<file path="config.mk">
export PLATFORM = sky130hd
export DESIGN_NAME = xcorr_lcd_formatter
export DESIGN_NICKNAME = d
export VERILOG_FILES = /design/src/rtl/xcorr_lcd_formatter.sv
export SDC_FILE = /design/constraint.sdc
export NUM_CORES = 1
export LEC_CHECK = 0
export BUFFER_PORTS_ARGS = -buffer_cell sky130_fd_sc_hd__buf_2
export CAP_MARGIN = 5
export CORE_AREA = 2 2 134 188
export DETAILED_ROUTE_END_ITERATION = 10
export DIE_AREA = 0 0 136 190
export PLACE_DENSITY_LB_ADDON = 0.3
export REMOVE_ABC_BUFFERS = 1
export SYNTH_ARGS = -nofsm -noshare
export SYNTH_HDL_FRONTEND = slang
export SYNTH_SLANG_ARGS = --single-unit
</file>
<file path="constraint.sdc">
create_clock -name clk -period 4.42 [get_ports clk]
set_clock_uncertainty 0.2 [all_clocks]
set_input_delay 0.884 -clock clk [delete_from_list [all_inputs] [get_ports clk]]
set_output_delay 0.884 -clock clk [all_outputs]
set_load 0.02 [all_outputs]
</file>
<file path="src/rtl/xcorr_lcd_formatter.sv">
// xcorr_lcd_formatter: converts signed peak value and lag index to decimal ASCII LCD rows
// Ports: clk; reset_n (async, active-low); start/busy/done handshake;
//   max_val (signed) and max_pos (unsigned) are captured on an accepted start;
//   row_A = "Value" + sign + 10-digit field, row_B = "Max location" + 4-digit field.
module xcorr_lcd_formatter #(
   parameter int VAL_W = 31,
   parameter int POS_W = 10
) (
   input  logic             clk,
   input  logic             reset_n,
   input  logic             start,
   input  logic [VAL_W-1:0] max_val,
   input  logic [POS_W-1:0] max_pos,
   output logic             busy,
   output logic             done,
   output logic [127:0]     row_A,
   output logic [127:0]     row_B
);
   localparam int CW = $clog2(VAL_W > POS_W ? VAL_W : POS_W);
   localparam logic [127:0] ROW_A_RST = "Press BTN0 to do";
   localparam logic [127:0] ROW_B_RST = "x-correlation...";
   typedef enum logic [1:0] {IDLE, CONV_V, CONV_P, PACK} state_t;
   state_t state, state_nxt;
   logic sign;
   logic [VAL_W-1:0] mag;
   logic [POS_W-1:0] pos;
   logic [39:0] bcd_v, adj_v;
   logic [15:0] bcd_p, adj_p;
   logic [CW-1:0] cnt;
   logic last;
   logic [79:0] txt_v;
   logic [31:0] txt_p;
   logic nz_v, nz_p;
   assign busy = state != IDLE;
   assign last = cnt == (state == CONV_V ? CW'(VAL_W - 1) : CW'(POS_W - 1));
   always_comb begin
      state_nxt = state == IDLE   ? (start ? CONV_V : IDLE) :
                  state == CONV_V ? (last ? CONV_P : CONV_V) :
                  state == CONV_P ? (last ? PACK : CONV_P) : IDLE;
   end
   always_ff @(posedge clk or negedge reset_n)
      if (!reset_n) state <= IDLE;
      else state <= state_nxt;
   // add-3 correction applied before each shift
   always_comb begin
      adj_v = bcd_v;
      adj_p = bcd_p;
      for (int i = 0; i < 10; i++)
         if (bcd_v[4*i +: 4] >= 4'd5) adj_v[4*i +: 4] = bcd_v[4*i +: 4] + 4'd3;
      for (int i = 0; i < 4; i++)
         if (bcd_p[4*i +: 4] >= 4'd5) adj_p[4*i +: 4] = bcd_p[4*i +: 4] + 4'd3;
   end
   // leading-zero blanking scans from the most significant digit; the last digit always prints
   always_comb begin
      txt_v = '0;
      txt_p = '0;
      nz_v = 1'b0;
      nz_p = 1'b0;
      for (int i = 9; i >= 0; i--) begin
         nz_v = nz_v | (bcd_v[4*i +: 4] != 4'd0) | (i == 0);
         txt_v[8*i +: 8] = nz_v ? {4'h3, bcd_v[4*i +: 4]} : 8'h20;
      end
      for (int i = 3; i >= 0; i--) begin
         nz_p = nz_p | (bcd_p[4*i +: 4] != 4'd0) | (i == 0);
         txt_p[8*i +: 8] = nz_p ? {4'h3, bcd_p[4*i +: 4]} : 8'h20;
      end
   end
   always_ff @(posedge clk or negedge reset_n)
      if (!reset_n) begin
         sign  <= 1'b0;
         mag   <= '0;
         pos   <= '0;
         bcd_v <= '0;
         bcd_p <= '0;
         cnt   <= '0;
         done  <= 1'b0;
         row_A <= ROW_A_RST;
         row_B <= ROW_B_RST;
      end else begin
         done <= state == PACK;
         if (state == IDLE && start) begin
            sign  <= max_val[VAL_W-1];
            // two's-complement negate; the most negative value maps to 2^(VAL_W-1) unsigned
            mag   <= max_val[VAL_W-1] ? -max_val : max_val;
            pos   <= max_pos;
            bcd_v <= '0;
            bcd_p <= '0;
            cnt   <= '0;
         end
         if (state == CONV_V) begin
            {bcd_v, mag} <= {adj_v, mag} << 1;
            cnt <= last ? '0 : cnt + CW'(1);
         end
         if (state == CONV_P) begin
            {bcd_p, pos} <= {adj_p, pos} << 1;
            cnt <= last ? '0 : cnt + CW'(1);
         end
         if (state == PACK) begin
            row_A <= {"Value", sign ? "-" : " ", txt_v};
            row_B <= {"Max location", txt_p};
         end
      end
endmodule

</file>
Word level (Yosys, flattened, before mapping) --
Index checks and enable logic that the tools add are counted.
Storage, ports and cells: register bits 271, bits of input ports 44, output and inout bits 258
Cells by class: add/subtract/negate cells 16, order comparisons 14, eq/ne operators 4, multiplexer cells 47, bitwise operators 10, reductions and logical operators 18
Operators with widths (number):
- $mux 31 | 3
- $mux 5 | 17
- $mux 40 | 2
- $ge 4x3->1 const B | 14
- $mux 4 | 13
- $add 4x2->4 const B | 12
- $reduce_bool 4->1 | 12
- $mux 16 | 2
- $neg 31->31 | 1
- $mux 10 | 2
- $or 1x1->1 | 10
- $mux 2 | 4
- $add 3x2->3 const B | 2
- $mux 3 | 2
- $reduce_bool 2->1 | 3
- $add 5x1->5 const B | 1
- $eq 5x5->1 | 1
- $eq 2x2->1 const B | 2
- $reduce_bool 3->1 | 1
- $eq 2x1->1 const B | 1
- $logic_not 2->1 | 1
- $mux 1 | 2
- $logic_and 1x1->1 | 1

Logic depth before layout (Yosys ltp) --
word-level depth 10, mapped depth 9

Worst setup path after synthesis --
Ideal clock, no wire load.
path kind input port to flip-flop, from input port max_val[9], to register mag[21], arrival time 2.544 ns, required time 4.078 ns, slack 1.533 ns, stages 6, path buffers 1, cell sequence or4_4 -> or3_1 -> buf_6 -> o41ai_2 -> xor2_1 -> o221ai_1
Between the ends: word-level cells in the longest chain between the ends 4
Ends and longest elaborated chain:
- start, declared | line 12 | input logic [VAL_W-1:0] max_val,
- $neg 31->31 | line 84 | mag <= max_val[VAL_W-1] ? -max_val : max_val;
- $mux 31 | line 84
- $mux 31 | line 81 | if (state == IDLE && start) begin
- $mux 31 | line 90 | if (state == CONV_V) begin
- end signal, assigned | line 84
- end signal, assigned | line 91 | {bcd_v, mag} <= {adj_v, mag} << 1;
- end, declared | line 25 | logic [VAL_W-1:0] mag;
No other way between the ends. The select of a mux whose other input is x is not followed. A chain may end at the register's enable or synchronous reset.

Worst setup path after layout --
from register bcd_v[36], to register row_A[12]
Between the ends: word-level cells in the longest chain between the ends 10
Ends and longest elaborated chain:
- start, declared | line 27 | logic [39:0] bcd_v, adj_v;
- start signal, assigned | line 91
- $reduce_bool 4->1 | line 60 | nz_v = nz_v | (bcd_v[4*i +: 4] != 4'd0) | (i == 0);
- $or 1x1->1 (8 in a row) | line 60
- $mux 5 | line 61 | txt_v[8*i +: 8] = nz_v ? {4'h3, bcd_v[4*i +: 4]} : 8'h20;
- end signal, assigned | line 99 | row_A <= {"Value", sign ? "-" : " ", txt_v};
- end, declared | line 16 | output logic [127:0] row_A,
No other way between the ends.

==> results.json <==
{
  "tns_ps": 0,
  "crit_path_end_kind": "flop",
  "h-tree-depth": 4,
  "area_growth_pct": 8.73,
  "clk_pin_slew_ps": 70,
  "syn-instance-count": 1099,
  "leakagePower_uw": 0.00531,
  "cts-root-buf": "clkbuf_16",
  "overflow": 0,
  "post-dp-hpwl_um": 14500,
  "io_pins": 302,
  "ys_top_cells_by_area": "dfrtp_1 (34%), buf_4 (13%), dfstp_2 (7.6%)",
  "worstPathArrival_ps": 3020,
  "ys_seq_area_share_pct": 41.9,
  "die_x_um": 136,
  "cp_top_family": "simple AND/OR/NAND/NOR gates",
  "final_cell_mix": "buf_2 (179), dfrtp_1 (146), nand2_1 (129)",
  "insertion_delay_ps": 430,
  "worstPathCellList": "inv_1 > ha_1 > nor3b_2 > nand4_1 > nor4_1 > buf_4 > nor4b_1 > nor2_1",
  "drt_iter0_drc": 338,
  "clockBufferDepth": 2,
  "coreArea_um2": 24300,
  "ys_types": 50,
  "synthSimpleGateAreaFrac_pct": 12.0,
  "num_vias": 7562,
  "start_util_pct": 43.8,
  "p_per_area_nw_per_um2": 462,
  "synth-adder-area-share_pct": 5.16,
  "r2r-end": "row_A[12]",
  "routed_wirelength_um": 21300,
  "synth_flop_cell": "dfrtp_1",
  "fmax_mhz": 342,
  "diodes": 0,
  "final_common_cell": "buf_2",
  "route.detailed.drc": 0,
  "syn_area_um2": 10700,
  "synth_edf_count": 0,
  "synth_top_family_by_area": "buffers and inverters",
  "r2r_setup_slack_ps": 1500,
  "slew_violations": 0,
  "grt_pass1_vias": 7077,
  "viasPerCell": 4.98,
  "std_cell_rows": 68,
  "worstPathRequired_ps": 4520,
  "synthMuxAreaShare_pct": 7.15,
  "grt_antenna_before_repair": 0,
  "postSynth.asyncResetShare_pct": 100,
  "grt_start_max_net_pins": 97,
  "rsz0062_at_grt": "false",
  "dieHeight_um": 190,
  "setup_violations": 0,
  "fillers": 2369,
  "total_power_uw": 5360,
  "drv_cap": 0,
  "fin_ws_ps": 1500,
  "ctsHoldBuffers": 0,
  "cp_max_fo": 5,
  "worstHoldPathType": "in -> async",
  "routedWlPerCell_um": 14.0,
  "cpPeakStageDelay_ps": 460,
  "hold_violations": 0,
  "ys_seq_elements": 177,
  "grt_usage_pct": 16.5,
  "reg2reg_depth": 8,
  "cts_resized": 0,
  "worstSetupPathType": "reg -> reg",
  "fin_util_pct": 47.6,
  "yosysTopAreaCell": "dfrtp_1",
  "slew_headroom_pct": 37.5,
  "critPathBufInv": 2,
  "synth.avg_cell_area_um2": 9.70,
  "synth_compound_area_share_pct": 14.3,
  "cts_buffers": 17,
  "place_congestion": 0.782,
  "period_share_pct": 66.1,
  "reg2reg_from": "bcd_v[36]",
  "worst_pin_slew_ps": 937,
  "yosysWarningCount": 0,
  "layout_min_cycle_time_ps": 2920,
  "crit_path_start_kind": "flop",
  "outcome": "completed",
  "nets": 1279,
  "cts_tree": "built",
  "numClockSinks": 177,
  "portBuffers": 180,
  "first_pass_iters": 4,
  "die_area_um2": 25800,
  "cp_slowest_cell": "nor4b_1",
  "cts_setup_buffers": 0,
  "place_ws_ps": 1180,
  "layout-drive-gt1-share_pct": 24.8,
  "synth_top_area_share_pct": 34.3,
  "ant_nets": 0,
  "synth_xor_area_share_pct": 3.20,
  "grt_pass1_wl_um": 34700,
  "peakVddDrop_v": 0.000277
}
-- how the worst max path moves through the flow --
stage,from,depth (start not counted),slack (ps),endpoint
after floorplan,row_B[122],0,-410,row_A[107]
after global placement,max_val[9],6,1200,mag[21]
after detailed placement,max_val[9],6,1180,mag[21]
after CTS,bcd_v[36],8,1470,row_A[8]
after global routing,bcd_v[37],8,1260,row_A[8]
final,bcd_v[36],8,1500,row_A[12]
-- power by group --
group | internal [µW] | switching, µW
clock network | 1010 | 673
registers | 1900 | 305
logic | 600 | 867
total | 3510 | 1840
-- cells in the mapped netlist, types with 3 or more instances --
| library cell | instances |
|---|---|
| buf_4 | 185 |
| dfrtp_1 | 146 |
| nand2_1 | 130 |
| a21oi_1 | 60 |
| o21ai_0 | 49 |
| clkbuf_1 | 44 |
| ha_1 | 44 |
| nor2_1 | 43 |
| mux2i_1 | 39 |
| inv_1 | 35 |
| mux2_2 | 33 |
| dfstp_2 | 31 |
| a22o_1 | 29 |
| nor3b_1 | 27 |
| nand2b_1 | 22 |
| xnor2_1 | 22 |
| o31ai_1 | 21 |
| o2bb2ai_1 | 18 |
| xor2_1 | 17 |
| o21ai_1 | 12 |
| nor3_1 | 9 |
| o221ai_1 | 9 |
| or3_1 | 8 |
| o211ai_1 | 6 |
| buf_1 | 5 |
| nand3_1 | 5 |
| o311ai_0 | 5 |
| o41ai_2 | 5 |
| nor2b_1 | 4 |
| o41ai_1 | 4 |
| a21o_1 | 3 |
| nor4_1 | 3 |
| or4_1 | 3 |
-- layer usage --
| layer | up-vias | track usage, % | routed length, µm |
|---|---|---|---|
| li1 | 3656 | - | - |
| met1 | 3703 | 20.2 | 9400 |
| met2 | 186 | 29.2 | 10700 |
| met5 | - | 0 | 0 |
| met3 | 17 | 3.17 | 875 |
| met4 | 0 | 5.17 | 299 |
-- layout make-up --
type / count / area (µm²) / share of cell area, %
clock buffers: 17 / 425 / 3.67
clock inverters: 15 / 228 / 1.96
inverters: 36 / 135 / 1.17
multi-input cells: 770 / 4950 / 42.7
flip-flops and latches: 177 / 4470 / 38.6
well taps: 315 / 394 / 3.40
repair buffers: 189 / 987 / 8.52
-- worst register-to-register path, stage by stage (launching register included) --
cell and delay (ps):
dfrtp_1 440, inv_1 80, ha_1 210, nor3b_2 380, nand4_1 350, nor4_1 370
buf_4 190, nor4b_1 460, nor2_1 100
-- sequential cells by signal, indices dropped and copies added (netlist names) --
| name | flops |
|---|---|
| row_A | 50 |
| bcd_v | 40 |
| mag | 31 |
| row_B | 21 |
| bcd_p | 16 |
| pos | 10 |
| cnt | 5 |
| state | 2 |
| done | 1 |
| sign | 1 |
-- stage by stage --
step | std cells | hold WS, ps | area, µm²
after floorplan | 983 | 240 | 9520
after global placement | 1487 | 257 | 10900
after detailed placement | 1487 | 259 | 10900
after CTS | 1519 | 137 | 11600
after global routing | 1519 | 148 | 11600
final | 1519 | 135 | 11600
-- cells by family (layout without fill, tap and decap cells) --
family / after synthesis / in the layout
compound gates: 227 / 227
xor+xnor: 39 / 39
other cells: 2 / 121
simple gates: 267 / 267
mux: 72 / 72
flops: 177 / 177
buf+inv: 271 / 257
fa+ha+maj: 44 / 44
(Power assumes the default switching activity.)
